--- src/rtl/uart_rx_frame_ctrl.sv ---
// Purpose : parses SYNC/ADDR/LEN/payload/CSUM frames from the UART receiver and
//           replays the verified payload as a burst of register writes.
// Latency : the first write comes one cycle after the CSUM byte. There is one write
//           per cycle. frame_ok follows the last write.
// Backpressure : none. The receiver cannot be stalled. One byte that arrives
//           during a drain is held and replayed as a HUNT byte when the drain ends.
// Ports   : clk/rst_n (sync, active-low); baud_tick, rx_valid, rx_data from the
//           receiver; wr_en/wr_addr/wr_data config-bus write; frame_ok/frame_err
//           pulses; err_code (1 len, 2 csum, 3 timeout, sticky); busy (not in HUNT).
module uart_rx_frame_ctrl #(
  parameter int         MAX_LEN       = 16,
  parameter int         TIMEOUT_TICKS = 64,
  parameter logic [7:0] SYNC          = 8'hA5
) (
  input  logic       clk,
  input  logic       rst_n,
  input  logic       baud_tick,
  input  logic       rx_valid,
  input  logic [7:0] rx_data,
  output logic       wr_en,
  output logic [7:0] wr_addr,
  output logic [7:0] wr_data,
  output logic       frame_ok,
  output logic       frame_err,
  output logic [1:0] err_code,
  output logic       busy
);

  localparam int          TW        = $clog2(TIMEOUT_TICKS + 1);
  localparam int          AW        = (MAX_LEN > 1) ? $clog2(MAX_LEN) : 1;
  localparam logic [TW-1:0] TICK_LAST = TW'(TIMEOUT_TICKS - 1);
  localparam logic [7:0]  MAX_LEN_B = 8'(MAX_LEN);

  typedef enum logic [2:0] {
    S_HUNT, S_ADDR, S_LEN, S_PAYLOAD, S_CSUM, S_DRAIN
  } state_t;

  state_t        state;
  logic [7:0]    base;
  logic [7:0]    len;
  logic [7:0]    idx;
  logic [7:0]    csum;
  logic [TW-1:0] tick_cnt;
  logic          hold_vld;
  logic [7:0]    hold_dat;
  logic [7:0]    buf_mem [0:MAX_LEN-1];

  logic timed;
  logic timeout_hit;
  logic in_vld;
  logic [7:0] in_dat;

  // The inter-byte timer only runs while a frame is being received.
  assign timed = (state == S_ADDR) || (state == S_LEN) ||
                 (state == S_PAYLOAD) || (state == S_CSUM);
  // A byte in the same cycle as the terminal tick wins over the timeout.
  assign timeout_hit = timed && baud_tick && !rx_valid && (tick_cnt == TICK_LAST);

  // In HUNT a byte held over from the drain takes precedence. A live byte in that
  // same cycle is dropped. The receiver cannot deliver two bytes that close together.
  always_comb begin
    in_vld = rx_valid;
    in_dat = rx_data;
    if (state == S_HUNT && hold_vld) begin
      in_vld = 1'b1;
      in_dat = hold_dat;
    end
  end

  // Payload storage. It has no reset because the contents are only read after a full frame.
  always_ff @(posedge clk) begin
    if (rst_n && state == S_PAYLOAD && rx_valid) begin
      buf_mem[idx[AW-1:0]] <= rx_data;
    end
  end

  always_ff @(posedge clk) begin
    if (!rst_n) begin
      state     <= S_HUNT;
      base      <= '0;
      len       <= '0;
      idx       <= '0;
      csum      <= '0;
      tick_cnt  <= '0;
      hold_vld  <= 1'b0;
      hold_dat  <= '0;
      wr_en     <= 1'b0;
      wr_addr   <= '0;
      wr_data   <= '0;
      frame_ok  <= 1'b0;
      frame_err <= 1'b0;
      err_code  <= '0;
      busy      <= 1'b0;
    end else begin
      wr_en     <= 1'b0;
      frame_ok  <= 1'b0;
      frame_err <= 1'b0;

      if (rx_valid) begin
        tick_cnt <= '0;
      end else if (baud_tick && timed) begin
        tick_cnt <= tick_cnt + TW'(1);
      end

      if (timeout_hit) begin
        frame_err <= 1'b1;
        err_code  <= 2'd3;
        state     <= S_HUNT;
        busy      <= 1'b0;
      end else begin
        unique case (state)
          S_HUNT: begin
            hold_vld <= 1'b0;
            if (in_vld && in_dat == SYNC) begin
              state <= S_ADDR;
              busy  <= 1'b1;
            end
          end
          S_ADDR: if (rx_valid) begin
            base  <= rx_data;
            csum  <= rx_data;
            state <= S_LEN;
          end
          S_LEN: if (rx_valid) begin
            if (rx_data == 8'd0 || rx_data > MAX_LEN_B) begin
              frame_err <= 1'b1;
              err_code  <= 2'd1;
              state     <= S_HUNT;
              busy      <= 1'b0;
            end else begin
              len   <= rx_data;
              idx   <= '0;
              csum  <= csum ^ rx_data;
              state <= S_PAYLOAD;
            end
          end
          S_PAYLOAD: if (rx_valid) begin
            csum <= csum ^ rx_data;
            idx  <= idx + 8'd1;
            if (idx == len - 8'd1) state <= S_CSUM;
          end
          S_CSUM: if (rx_valid) begin
            if (rx_data == csum) begin
              // Issue write 0 here so that the drain starts on the very next cycle.
              state   <= S_DRAIN;
              wr_en   <= 1'b1;
              wr_addr <= base;
              wr_data <= buf_mem[0];
              idx     <= 8'd1;
            end else begin
              frame_err <= 1'b1;
              err_code  <= 2'd2;
              state     <= S_HUNT;
              busy      <= 1'b0;
            end
          end
          S_DRAIN: begin
            if (rx_valid) begin
              hold_vld <= 1'b1;
              hold_dat <= rx_data;
            end
            if (idx == len) begin
              frame_ok <= 1'b1;
              state    <= S_HUNT;
              busy     <= 1'b0;
            end else begin
              wr_en   <= 1'b1;
              wr_addr <= base + idx;
              wr_data <= buf_mem[idx[AW-1:0]];
              idx     <= idx + 8'd1;
            end
          end
          default: begin
            state <= S_HUNT;
            busy  <= 1'b0;
          end
        endcase
      end
    end
  end

endmodule

--- config.mk ---
export PLATFORM = sky130hd
export DESIGN_NAME = uart_rx_frame_ctrl
export DESIGN_NICKNAME = d
export VERILOG_FILES = /design/src/rtl/uart_rx_frame_ctrl.sv
export SDC_FILE = /design/constraint.sdc
export NUM_CORES = 1
export LEC_CHECK = 0
export ABC_AREA = 1
export ABC_CLOCK_PERIOD_IN_PS = 4300
export CELL_PAD_IN_SITES_DETAIL_PLACEMENT = 1
export CELL_PAD_IN_SITES_GLOBAL_PLACEMENT = 1
export CORE_UTILIZATION = 41
export CTS_BUF_LIST = sky130_fd_sc_hd__clkbuf_16
export CTS_CLUSTER_DIAMETER = 120
export DETAILED_ROUTE_END_ITERATION = 10
export GPL_TIMING_DRIVEN = 0
export PLACE_DENSITY_LB_ADDON = 0.12
export SYNTH_ARGS = -nofsm -noshare
export SYNTH_HDL_FRONTEND = slang
export SYNTH_SLANG_ARGS = --single-unit
--- constraint.sdc ---
create_clock -name clk -period 4.3 [get_ports clk]
set_input_delay 0.86 -clock clk [delete_from_list [all_inputs] [get_ports clk]]
set_output_delay 0.86 -clock clk [all_outputs]
set_load 0.005 [all_outputs]
Yosys cells after proc, flatten, opt, wreduce, memory -nomap -nowiden. Memory sizes are Yosys's and may differ from the RTL's. A register that Yosys moved wholly into a read port is not among the register bits. Index checks and enable logic that the tools add are counted.

Register bits after elaboration: 73. Latch bits: 0. RAM bits: 128. Memory bits (read-only): 0. Memories: 1.

Memories: buf_mem (depth 16, bits a word 8, read ports 2, clocked after Yosys merged registers in 1, wr ports 1, line 46) `logic [7:0] buf_mem [0:MAX_LEN-1];`.

Add/sub/neg operators: 4. Multiply operators: 0. Divide/modulo/power cells: 0. $lt $le $gt $ge: 1. Equal/unequal tests: 27. Shifts and indexed selects: 0. Mux-type cells: 62. Bitwise gates (word level): 6. Reductions and logical operators: 33.

Operators by type and width (count): $mux W8 (17); $pmux W8 S2 (2); $pmux W8 S4 (1); $eq A8 B8 Y1 (3); $mux W3 (8); $pmux W8 S3 (1); $mux W1 (19); $ne A2 B2 Y1 const B (9); $pmux W3 S6 (1); $reduce_and A7 Y1 (2); $mux W2 (6); $reduce_and A5 Y1 (2); $ne A3 B3 Y1 const B (3); $reduce_and A3 Y1 (3); $add A8 B1 Y8 const B (1); $add A8 B8 Y8 (1); $eq A8 B8 Y1 const B (1); $gt A8 B5 Y1 const B (1); $logic_not A8 Y1 (1); $mux W4 (2); $ne A2 B1 Y1 const B (4); $reduce_and A8 Y1 (1); $sub A8 B1 Y8 const B (1); $xor A8 B8 Y8 (1); other kinds (21) (42).

Logic depth before layout (Yosys ltp). Gate-level depths: netlist of run 1.

Word-level depth: 11. Gate-level depth with buffers: 14. Mapped depth without buffers: 14.

Worst setup path after synthesis of run 1. Ideal clock, no wire load.

Kind: input port to flip-flop. Start: in rst_n. End: mem buf_mem[15][0], enable pin. Library setup time: 0.395 ns. Arrival: 2.101 ns. Required time: 3.905 ns. Slack: 1.805 ns. Stages on the path: 3. Path through: clkinv_1 > clkbuf_1 > nor4_1.

Longest elaborated chain between the ends: 4.

Ends and longest elaborated chain: start, declared (line 16) `input logic rst_n,`; $logic_and A1 B1 Y1 (2 in series) (line 72) `if (rst_n && state == S_PAYLOAD && rx_valid) begin`; $mux W1 (line 72); $mux W1 (not written as such) (line 73) `buf_mem[idx[AW-1:0]] <= rx_data;`; end, declared (line 46).

Every way passes these cells.

Final worst setup path of run 1.
Start: in rst_n. End: mem buf_mem[2][3], enable pin.

Same word-level chain as after synthesis.

==> results.md, run 1 <==
| Group | Metric | Value |
|---|---|---|
| sta | Share of the clock period used by the worst path after layout | 79.0% |
| min path | Launch instance of the worst min-delay path | len[7] |
| sta | Post-route setup TNS | 0 ps |
| clocking | Clock-pin slew reported for the worst setup and hold paths after clock tree synthesis | 60 ps |
| die | Count of boundary I/O pins | 34 |
| sta | Final setup slack of the worst path | 904 ps |
| logic synthesis | Number of standard cells after synthesis | 1,036 |
| clocking | Worst-skew pair later-pin latency | 540 ps |
| global route | Initial antenna violation count | 1 |
| clocking | Number of clock sinks | 205 |
| place | Post-Place Worst Slack | 399 ps |
| die | Initial cell density of the core | 42.2% |
| final layout | Inserted Diodes | 0 |
| clocking | Max Root-Sink Buffers | 3 |
| sta | Final min period | 3400 ps |
| critical path | Worst setup EP type | register |
| global route | Via count of the first global-routing pass | 7,939 |
| power and ir drop | Combinational group share of total power | 15.3% |
| place | GP Congestion | 0.819 |
| flow run | Number of violations of the max-capacitance limit | 0 |
| global route | Largest net degree at the start of global routing | 24 |
| place | Post-DP HPWL | 20,000 µm |
| logic synthesis | Number of enable flip-flop cells after synthesis | 128 |
| critical path | Reg-to-reg startpoint | state[1] |
| power and ir drop | Psw | 1.39 mW |
| sta | Pin slew with the least headroom to its limit | 1260 ps |
| critical path | Data arrival time of the worst path | 3560 ps |
| die | Height of the die | 153 µm |
| power and ir drop | Standby leakage power | 4.05 nW |
| die | Number of rows in the core area | 54 |
| clocking | Hold buffer count at cts | 0 |
| drt | Number of design rule violations left after detail routing | 0 |
| clocking | Number of levels in the clock H-tree | 1 |
| critical path | Worst setup SP type | input port |
| drt | Router iterations before antenna repair | 5 |
| final layout | Final Net Count | 1,121 |
| power and ir drop | Switching power share of the total | 28.1% |
| clocking | Post-CTS Setup Repair Bufs | 0 |
| critical path | Worst endpoint required time | 4460 ps |
| global route | GRT Util Overall | 25.8% |
| die | Width of the die | 153 µm |
| drt | Detailed-route via count | 7,560 |
| die | Die outline area | 23,400 µm² |
| sta | Setup repair after global routing missed its margin | false |
| critical path | CP startpoint | rst_n |
| logic synthesis | Per-instance average area after synthesis | 9.01 µm² |
| logic synthesis | Post-Syn Area | 9330 µm² |
| place | Port Buf Inserts | 32 |
| sta | Setup skew after layout | 23.0 ps |
| critical path | Crit Path Category | input port to register |
| global route | First-pass GRT wire length | 45,500 µm |
| sta | Smallest hold slack | 464 ps |
| drt | WL per Instance | 21.1 µm |
| clocking | CTS tree | built |
| drt | Total wire length | 29,400 µm |
| sta | Final setup vio count | 0 |
| sta | Number of slew-limit violations in the final report | 0 |
| global route | Remaining global-route overflow | 0 |
| power and ir drop | Max VDD drop | 0.000257 V |
| logic synthesis | Number of register bits inferred by synthesis | 205 |
| sta | Total count of hold-check failures in the final report | 0 |
| die | Placeable core area | 22,100 µm² |
| final layout | Final Util | 48.8% |
| logic synthesis | Synthesized Nets | 1,062 |
| drt | Detailed-route vias per instance | 5.43 |
| outcome | Run status | finished, final reports clean |
| final layout | Area growth from synthesis to layout | 15.5% |
| drt | 1st-iter DRT viols | 351 |
| power and ir drop | Pwr dens | 459 nW/µm² |
| logic synthesis | Most common flop cell mapped by yosys | edfxtp_1 |
| logic synthesis | Sequential fraction of the synthesis area | 57.7% |
| sta | Highest achievable clock rate | 294 MHz |
| power and ir drop | Part of the power in the clock network | 40.2% |
| critical path | Max Fanout on Critical Path | 8 |
| logic synthesis | Number of library cell types mapped by synthesis | 37 |
| clocking | Post-CTS sizing | 0 |
| clocking | Root buffer cell | clkbuf_16 |
| min path | Hold Crit Class | register to register |
| drt | Number of nets with antenna violations after detailed routing | 0 |
| power and ir drop | Power Internal | 3.55 mW |
| sta | Worst rel slew slack | 16.0% |
| logic synthesis | Yosys Warn Count | 0 |
| clocking | Number of buffers created by CTS | 24 |
| logic synthesis | Async set-reset flop share out of synthesis | 0% |
| final layout | Proportion of layout cells with a drive suffix above 1 | 7.10% |
| power and ir drop | Seq pwr share | 44.5% |
## per-stage QoR
stage	power [mW]	area [µm²]	std cells
finish	4.94	10800	1392
global route	5.14	10800	1392
CTS	4.98	10800	1392
detailed placement	2.99	10000	1349
global placement	2.97	10000	1348
floorplan	2.72	9330	1036
## state kept, by name, summed over array words and instances, names as in the netlist, 2 cells and up, named ones only
register and count:
len 8, csum 8, wr_addr 8, err_code 2, hold_dat 8, tick_cnt 7
wr_data 8, state 3, base 8, idx 8, buf_mem 128
## cell usage after synthesis, types with 4 or more instances
| master | n | share of area (%) |
|---|---|---|
| inv_2 | 6 | 0.24 |
| nand3_2 | 5 | 0.54 |
| nand2_2 | 4 | 0.27 |
| buf_2 | 17 | 0.91 |
| nand3_1 | 76 | 4.1 |
| ha_1 | 13 | 1.7 |
| a21oi_1 | 53 | 2.8 |
| o21ai_0 | 117 | 6.3 |
| inv_1 | 66 | 2.7 |
| nand4_1 | 6 | 0.40 |
| o21ai_1 | 4 | 0.21 |
| dfxtp_1 | 77 | 17 |
| o211ai_1 | 26 | 2.1 |
| nand2_1 | 157 | 6.3 |
| clkbuf_1 | 24 | 0.97 |
| edfxtp_1 | 128 | 41 |
| nor2_1 | 192 | 7.7 |
| xor2_1 | 7 | 0.66 |
| o21bai_1 | 7 | 0.56 |
| xnor2_1 | 10 | 0.94 |
| nor2_2 | 4 | 0.27 |
| nor3_1 | 15 | 0.80 |
## per-layer routing
layer / vias to the layer above / share of wire (%) / track usage, %
met5: - / 0 / 0
met4: 0 / 3.8 / 9.67
met3: 59 / 3.8 / 3.06
met2: 140 / 50 / 46.6
met1: 3716 / 42 / 31.4
li1: 3645 / - / -
## final cells by class
cell class | instances | area [µm²]
plain buffers | 46 | 209
inverters | 74 | 278
repair buffers | 33 | 328
clock inverters | 18 | 134
multi-input cells | 711 | 3470
flip-flops and latches | 205 | 5390
clock buffers | 25 | 626
fillers | 2614 | 11300
well taps | 280 | 350
## worst max-delay path, cell delays in order
cell,delay (ps)
clkdlybuf4s50_1,580
clkinv_1,360
nor3_1,670
nand2_1,300
nor2_1,780
## layout by cell type, fill, tap and decap left out, types with 2 or more instances in the layout
master,instances
nor2_1,192
nand2_1,157
edfxtp_1,128
o21ai_0,117
inv_1,77
dfxtp_1,77
nand3_1,76
a21oi_1,53
clkdlybuf4s50_1,32
o211ai_1,26
clkbuf_16,25
clkbuf_1,24
buf_2,17
nor3_1,15
ha_1,13
xnor2_1,10
inv_2,9
o21bai_1,7
xor2_1,7
nand4_1,6
nand3_2,5
nor2_2,4
nand2_2,4
o21ai_1,4
buf_4,3
or2_2,3
a211oi_1,3
clkinv_1,2
buf_1,2
bufinv_16,2
## worst paths after layout
kind | to | depth (start not counted) | slack [ps]
setup / recovery | buf_mem[2][3] | 5 | 900
hold / removal | len[7] | 2 | 460
setup reg to reg | buf_mem[2][3] | 4 | 1610
hold reg to reg | len[7] | 2 | 460
## cell families after synthesis
family	synth area share, %
DFF	57.7
adders and majority gates	1.96
xor gates and xnor gates	1.60
AOI/OAI and AO/OA	12.6
buffers and inverters	5.22
and+or+nand+nor	20.9
## power by group through the flow
| stage | clock network [mW] | registers (mW) | logic, mW |
|---|---|---|---|
| floorplan | 0 | 2.22 | 0.499 |
| global placement | 0 | 2.24 | 0.728 |
| detailed placement | 0 | 2.24 | 0.750 |
| CTS | 2.02 | 2.20 | 0.759 |
| global route | 2.09 | 2.21 | 0.849 |
| finish | 1.99 | 2.20 | 0.758 |
Power figures use the tool's default switching activity.
==> run 2: changes to the inputs <==
--- a/config.mk
+++ b/config.mk
@@ -6,7 +6,7 @@
 export NUM_CORES = 1
 export LEC_CHECK = 0
 export ABC_AREA = 1
-export ABC_CLOCK_PERIOD_IN_PS = 4300
+export ABC_CLOCK_PERIOD_IN_PS = 3100
 export CELL_PAD_IN_SITES_DETAIL_PLACEMENT = 1
 export CELL_PAD_IN_SITES_GLOBAL_PLACEMENT = 1
 export CORE_UTILIZATION = 41
==> constraint.sdc (replaced) <==
create_clock -name clk -period 3.1 [get_ports clk]
set_input_delay 0.62 -clock clk [delete_from_list [all_inputs] [get_ports clk]]
set_output_delay 0.62 -clock clk [all_outputs]
set_load 0.005 [all_outputs]
==> results.md, run 2 (synthesized netlist as in run 1, its figures left out) <==
| Group | Metric | Value |
|---|---|---|
| die | Die outline area | 23,400 µm² |
| sta | Final setup vio count | 18 |
| critical path | Max Fanout on Critical Path | 8 |
| drt | Total wire length | 29,400 µm |
| sta | Final setup slack of the worst path | -35.1 ps |
| power and ir drop | Max VDD drop | 0.000356 V |
| power and ir drop | Pwr dens | 634 nW/µm² |
| final layout | Final Net Count | 1,121 |
| sta | Total count of hold-check failures in the final report | 0 |
| outcome | Run status | complete, but fails checks |
| flow run | Number of violations of the max-capacitance limit | 0 |
| clocking | Post-CTS Setup Repair Bufs | 0 |
| power and ir drop | Total design power | 6.86 mW |
| drt | Number of design rule violations left after detail routing | 0 |
| clocking | CTS tree | built |
| global route | Largest net degree at the start of global routing | 24 |
| die | Number of rows in the core area | 54 |
| sta | Setup repair after global routing missed its margin | true |
| final layout | Final-layout fill cell count | 2,616 |
| drt | Detailed-route via count | 7,547 |
| critical path | CP startpoint | rst_n |
| sta | Post-route setup TNS | -503 ps |
| die | Count of boundary I/O pins | 34 |
| clocking | Number of buffers created by CTS | 24 |
| sta | Share of the clock period used by the worst path after layout | 101% |
| clocking | Worst-skew pair later-pin latency | 540 ps |
| clocking | Max Root-Sink Buffers | 3 |
| global route | Remaining global-route overflow | 0 |
| min path | Hold Crit Class | register to register |
| clocking | Clock-pin slew reported for the worst setup and hold paths after clock tree synthesis | 60 ps |
| place | Port Buf Inserts | 32 |
| drt | Detailed-route vias per instance | 5.42 |
| global route | Via count of the first global-routing pass | 7,939 |
| clocking | Number of levels in the clock H-tree | 1 |
| final layout | Most common cell after layout, fill and taps aside | nor2_1 |
| drt | WL per Instance | 21.1 µm |
| final layout | Commonest cells after routing, fill and taps aside | nor2_1, nand2_1, edfxtp_1, o21ai_0 |
| critical path | Crit Path Category | input port to register |
| place | GP Congestion | 0.819 |
| die | Width of the die | 153 µm |
| critical path | Worst setup EP type | register |
| sta | Number of slew-limit violations in the final report | 0 |
| die | Placeable core area | 22,100 µm² |
| final layout | Area growth from synthesis to layout | 15.9% |
| final layout | Proportion of layout cells with a drive suffix above 1 | 8.09% |
| final layout | Number of flip-flops in the largest register | 128 |
| sta | Final min period | 3140 ps |
| power and ir drop | Standby leakage power | 4.09 nW |
| drt | 1st-iter DRT viols | 377 |
| clocking | Number of clock sinks | 205 |
| place | Number of placed instances, taps included | 1,349 |
| critical path | Reg-to-reg startpoint | state[1] |
| die | Height of the die | 153 µm |
| drt | Router iterations before antenna repair | 5 |
| sta | Highest achievable clock rate | 319 MHz |
| place | Post-DP HPWL | 20,000 µm |
| outcome | Violated checks | setup timing |
| clocking | Root buffer cell | clkbuf_16 |
| critical path | Worst endpoint required time | 3260 ps |
| final layout | Inserted Diodes | 0 |
| sta | Setup skew after layout | 24.5 ps |
| critical path | Data arrival time of the worst path | 3300 ps |
| die | Initial cell density of the core | 42.2% |
| critical path | Worst setup SP type | input port |
| min path | Launch instance of the worst min-delay path | len[7] |
| final layout | Finished Layout Cells | 1,392 |
| sta | Worst rel slew slack | 16.3% |
| sta | Pin slew with the least headroom to its limit | 1260 ps |
| global route | GRT Util Overall | 25.8% |
| drt | Number of nets with antenna violations after detailed routing | 0 |
| global route | Initial antenna violation count | 1 |
| global route | First-pass GRT wire length | 45,500 µm |
-- run 2: cell count changes in the layout (fill, tap and decap cells not counted), sizes merged --
| cell | change |
|---|---|
| dlygate4sd2 | +1 |
| clkdlybuf4s50 | -6 |
| dlymetal6s2s | +5 |
-- run 2: layout make-up --
class | count | area [µm²] | area share [%]
Sequential cell | 205 | 5390 | 49.8
Multi-Input combinational cell | 711 | 3490 | 32.3
Clock buffer | 25 | 626 | 5.79
Tap cell | 280 | 350 | 3.24
Timing Repair Buffer | 33 | 339 | 3.14
Inverter | 74 | 278 | 2.57
Buffer | 46 | 209 | 1.93
Clock inverter | 18 | 134 | 1.24
-- run 2: report_power, final --
group          switching, mW  internal, mW  total (mW)
registers             0.0712          2.98        3.05
logic                  0.715         0.333        1.05
clock network           1.15          1.61        2.76
total                   1.94          4.92        6.86
-- run 2: per-stage QoR --
stage	cell area (µm²)	setup WS, ps	utilization [%]	hold WS, ps
finish	10800	-35.1	48.9	463
global route	10800	-210	48.9	491
CTS	10800	-18.3	48.8	465
detailed placement	10000	-561	45.3	457
global placement	10000	-1190	45.3	450
floorplan	9330	845	-	439
-- run 2: per-layer routing --
metal	routed length, µm	GRT usage [%]
met2	14800	46.6
met4	1060	9.67
met1	12600	31.4
met5	0	0
met3	935	3.06
-- run 2: timing repair --
item | in CTS | in global routing
setup endpoints to repair | 14 | 160
endpoints found under the hold margin | 0 | 0
gates resized for setup | 1 | 16
hold buffers | 0 | 0
-- run 2: critical path, stage by stage --
cell and delay, ps:
clkdlybuf4s50_1 570, clkinv_1 360, nor3_1 670, nand2_1 380, nor2_1 690
-- run 2: path summary, 6_finish.rpt --
check | endpoint | slack [ps] | cells past startpoint
min | len[7] | 460 | 2
max | buf_mem[1][0] | -40 | 5
max reg2reg | buf_mem[1][0] | 420 | 4
min reg2reg | len[7] | 460 | 2
==> RTL edit 1 (settings of run 2) <==
Make the reset (`rst_n`) asynchronous in one clocked block.
--- a/src/rtl/uart_rx_frame_ctrl.sv
+++ b/src/rtl/uart_rx_frame_ctrl.sv
@@ -74,7 +74,7 @@
     end
   end
 
-  always_ff @(posedge clk) begin
+  always_ff @(posedge clk or negedge rst_n) begin
     if (!rst_n) begin
       state     <= S_HUNT;
       base      <= '0;
Behaviour: differs if rst_n is asserted again (counterexample within 4 cycles, from zero or initial values and one cycle with rst_n low); with rst_n held inactive, the same outputs for 4 cycles.
==> RTL edit 1 against run 2 <==
Synthesized cell count decreased by 6.6%. Sequential cell count decreased by 4. Fmax increased by 3.8%. Sequential share of layout area increased by 2.3 points. Cell area increased by 0.64%. Wire length decreased by 5.2%. Hold slack improved by 3.8 ps. Setup slack improved by 110 ps. Area after synthesis increased by 1.4%. Critical path depth increased by 2. Largest cell class unchanged. Highest routed layer unchanged.
Power is not compared: it rests on default switching activity, and its combinational part moved more than twofold at a synthesized area within 25%.
==> RTL edit 1: results (changes against run 2) <==
.. list-table::
   :header-rows: 1

   * - Metric
     - Value
   * - Cell area after placement
     - 10200 µm² (+1.6%)
   * - HPWL reported at the end of detailed placement
     - 19.0 mm (-5.0%)
   * - Ratio of routed vias to standard cells
     - 5.46 (+0.75%)
   * - Biggest area contributors in the synthesized netlist
     - edfxtp_1 41%, dfrtp_1 19%, nand2_1 7.3%
   * - Number of global-route vias before repair
     - 7410 (-6.7%)
   * - Final worst clock skew
     - 11.7 ps (-12.8 ps)
   * - Worst Tran Pin Value
     - 1180 ps (-72.2 ps)
   * - TritonCTS Buffers
     - 23 (-4.2%)
   * - Number of fill cells in the layout
     - 2559 (-2.2%)
   * - CP Capture Point
     - buf_mem[10][1]
   * - Xor and xnor area share after synthesis
     - 2.41% (+0.81 points)
   * - Number of instances in the synthesized netlist
     - 968 (-6.6%)
   * - Wire length of the first global-routing pass
     - 43.5 mm (-4.5%)
   * - DRC marker count from the first detailed-route iteration
     - 445 (+18%)
   * - Pin count of the biggest net entering global routing
     - 67 (+180%)
   * - Post-synthesis compound-gate area fraction
     - 11.7% (-0.94 points)
   * - Fin cells
     - 1328 (-4.6%)
   * - Net count, final
     - 1053 (-6.1%)
   * - Met2 layer usage reported by global route
     - 39.0% (-7.5 points)
   * - Async set-or-reset flop fraction in the synthesized netlist
     - 36.3% (+36 points)
   * - Net count of the mapped netlist
     - 994 (-6.4%)
   * - Sequential area share after synthesis
     - 59.9% (+2.2 points)
   * - Largest incremental delay on the critical path
     - 750 ps (+60 ps)
   * - Fraction of the mapped netlist area in adder cells
     - 1.93% (-0.027 points)
   * - Class of the worst hold path
     - primary input to asynchronous set/reset pin
   * - Worst slack at placement
     - -449 ps (+112 ps)
   * - Status
     - finished clean
   * - Number of buffers added on ports
     - 33 (+3.1%)
   * - Number of distinct library cell variants in the gate-level netlist after synthesis
     - 40 (+8.1%)
   * - Grt met1 use
     - 35.2% (+3.8 points)
   * - Number of antenna violations at the first check in global routing
     - 0 (-1)
   * - Placed insts
     - 1287 (-4.6%)
   * - Worst setup slack for register-to-register paths
     - 260 ps (-160 ps)
   * - Layout cells sized above 1
     - 9.88% (+1.8 points)
   * - Met3 layer usage reported by global route
     - 3.13% (+0.066 points)
   * - Arrival time reported for the critical path endpoint
     - 3160 ps (-140 ps)
   * - Depth of the worst register-to-register path
     - 6 (+2)
RTL edit 1: cell count changes in the layout (fill, tap and decap cells not counted), moves of 12 or more:
| cell | change |
|---|---|
| dfxtp_1 | -77 |
| o211ai_1 | -15 |
| dfrtp_1 | +73 |
| a21oi_1 | -27 |
| nor2_1 | -44 |
| nand2_1 | +27 |
| nand3_1 | -39 |
| inv_1 | -12 |
| o22ai_1 | +24 |
RTL edit 1: repair_timing:
action / CTS / global route
endpoints found under the hold margin: 8 / 0
setup endpoints to repair: 18 / 115
resized for setup: 3 / 13
hold buffers: 1 / 0
RTL edit 1: metrics by stage:
step	total power [mW]	util, %	hold WS (ps)
5_1_grt	9.18	48.1	476
2_1_floorplan	5.19	-	324
4_1_cts	8.76	47.9	447
6_report	8.68	48.1	467
3_3_place_gp	6.21	44.8	467
3_5_place_dp	6.28	44.9	458
RTL edit 1: per-layer routing:
metal | vias to the layer above | wire length [µm]
met5 | - | 0
met4 | 0 | 381
met3 | 37 | 1350
met2 | 167 | 12800
met1 | 3629 | 13300
li1 | 3421 | -
RTL edit 1: final cells by class:
| class | instances | area, µm² | area share [%] |
|---|---|---|---|
| Multi-Input combinational cell | 660 | 3370 | 31.0 |
| Tap cell | 285 | 357 | 3.28 |
| Timing Repair Buffer | 35 | 380 | 3.50 |
| Buffer | 36 | 183 | 1.68 |
| Sequential cell | 201 | 5670 | 52.1 |
| Clock inverter | 18 | 85.1 | 0.782 |
| Clock buffer | 23 | 576 | 5.29 |
| Inverter | 70 | 263 | 2.41 |
==> RTL edit 2 (flow settings as in run 2) <==
Made on the original files. Change the parameter `MAX_LEN` from 16 to 32.
--- a/src/rtl/uart_rx_frame_ctrl.sv
+++ b/src/rtl/uart_rx_frame_ctrl.sv
@@ -8,7 +8,7 @@
 //           receiver; wr_en/wr_addr/wr_data config-bus write; frame_ok/frame_err
 //           pulses; err_code (1 len, 2 csum, 3 timeout, sticky); busy (not in HUNT).
 module uart_rx_frame_ctrl #(
-  parameter int         MAX_LEN       = 16,
+  parameter int         MAX_LEN       = 32,
   parameter int         TIMEOUT_TICKS = 64,
   parameter logic [7:0] SYNC          = 8'hA5
 ) (
Formal check against the unedited RTL: not equivalent (Yosys sat finds a counterexample within 4 cycles, from zero or initial values and one cycle with rst_n low).
==> RTL edit 2 against run 2 <==
The run still ends with setup timing left. Clock power grew 53%. Global-route usage is 0.68 points higher. Area after synthesis up 57%. Non-clock buffer count grew 30. Clock skew is 14 ps lower. Register-to-register slack got worse by 280 ps. Critical path depth stayed put. Cell area is 56% higher. Via count increased by 51%. Cell count is 50% higher. Total power rose by 72%. Setup slack worse by 110 ps. Sequential cell count grew 129. Wire length grew 60%.
==> RTL edit 2: results (changes against run 2) <==
.. list-table::
   :header-rows: 1

   * - Metric
     - Value
   * - CP Capture Point
     - buf_mem[29][7]
   * - Multi-input combinational cell count
     - 1041 (+46%)
   * - Final worst setup slack
     - -148 ps (-113 ps)
   * - Slowest cell on crit path
     - clkdlybuf4s50_1
   * - Non-Clock Buffer Area Fraction
     - 4.28% (-0.79 points)
   * - Status
     - complete, but fails checks
   * - Sum of routed wire length over all layers
     - 47.1 mm (+60%)
   * - Vias after detailed routing
     - 11400 (+51%)
   * - Total setup violations reported at the end of the flow
     - 188 (+170)
   * - Routed wire length on met3
     - 2.13 mm (+130%)
   * - Wire length of the first global-routing pass
     - 71.1 mm (+56%)
   * - Grt met1 use
     - 35.9% (+4.5 points)
   * - Number of flip-flops under the largest register name
     - 256 (+100%)
   * - Max IR drop VDD
     - 0.452 mV (+27%)
   * - Number of clock buffer instances in the layout
     - 39 (+56%)
   * - Met3 layer usage reported by global route
     - 3.71% (+0.65 points)
   * - Routed metal-1 wire length
     - 21.5 mm (+70%)
   * - Worst Tran Pin Value
     - 875 ps (-381 ps)
   * - Number of global-route vias before repair
     - 11800 (+49%)
   * - Failing checks
     - setup timing
   * - Number of sequential cells
     - 334 (+63%)
   * - TritonCTS Buffers
     - 38 (+58%)
   * - Fraction of the mapped netlist area in adder cells
     - 1.24% (-0.71 points)
   * - Cell area after placement
     - 15700 µm² (+56%)
   * - Combinational power
     - 2.60 mW (+150%)
   * - HPWL reported at the end of detailed placement
     - 33.1 mm (+65%)
   * - Number of fill cells in the layout
     - 3951 (+51%)
   * - Xor and xnor area share after synthesis
     - 0.937% (-0.66 points)
   * - Layout cells sized above 1
     - 9.38% (+1.3 points)
   * - Biggest area contributors in the synthesized netlist
     - edfxtp_1 52%, nand2_1 12%, dfxtp_1 11%
   * - Worst setup slack for register-to-register paths
     - 140 ps (-280 ps)
   * - DRC marker count from the first detailed-route iteration
     - 882 (+130%)
   * - Most instantiated cells after synthesis
     - 479 x nand2_1, 263 x nand3_1, 256 x edfxtp_1
   * - Clock distribution area overhead in the final layout
     - 6.85% (-0.17 points)
   * - Depth of the worst register-to-register path
     - 5 (+1)
   * - Met2 layer usage reported by global route
     - 43.5% (-3.1 points)
   * - Part of the power in registers
     - 42.3% (-2.1 points)
-- RTL edit 2: cell types whose count changed in the layout (fill, tap and decap cells not counted), sizes merged, moves of 9 or more --
cell,before,now
nand3,81,266
clkbuf,49,70
edfxtp,128,256
nor2,197,112
buf,23,54
clkinv,4,13
nand2,162,485
nor3,15,6
o211ai,26,1
o21ai,122,57
-- RTL edit 2: through the flow --
step / utilization [%] / cells / TNS, ps / worst slack [ps] / hold slack [ps]
2_1_floorplan: - / 1525 / 0 / 955 / 429
3_3_place_gp: 44.7 / 2012 / -204160 / -1300 / 443
3_5_place_dp: 44.9 / 2017 / -167140 / -761 / 447
4_1_cts: 48.4 / 2086 / -8220 / -207 / 458
5_1_grt: 48.5 / 2086 / -32520 / -215 / 488
6_report: 48.5 / 2086 / -11210 / -148 / 457
-- RTL edit 2: worst reg2reg max path: stages (launching register included) --
cell and delay, ps:
dfxtp_1 380, inv_2 140, nand3_2 150, nor3_1 560, nand2_1 660, nor2_2 700
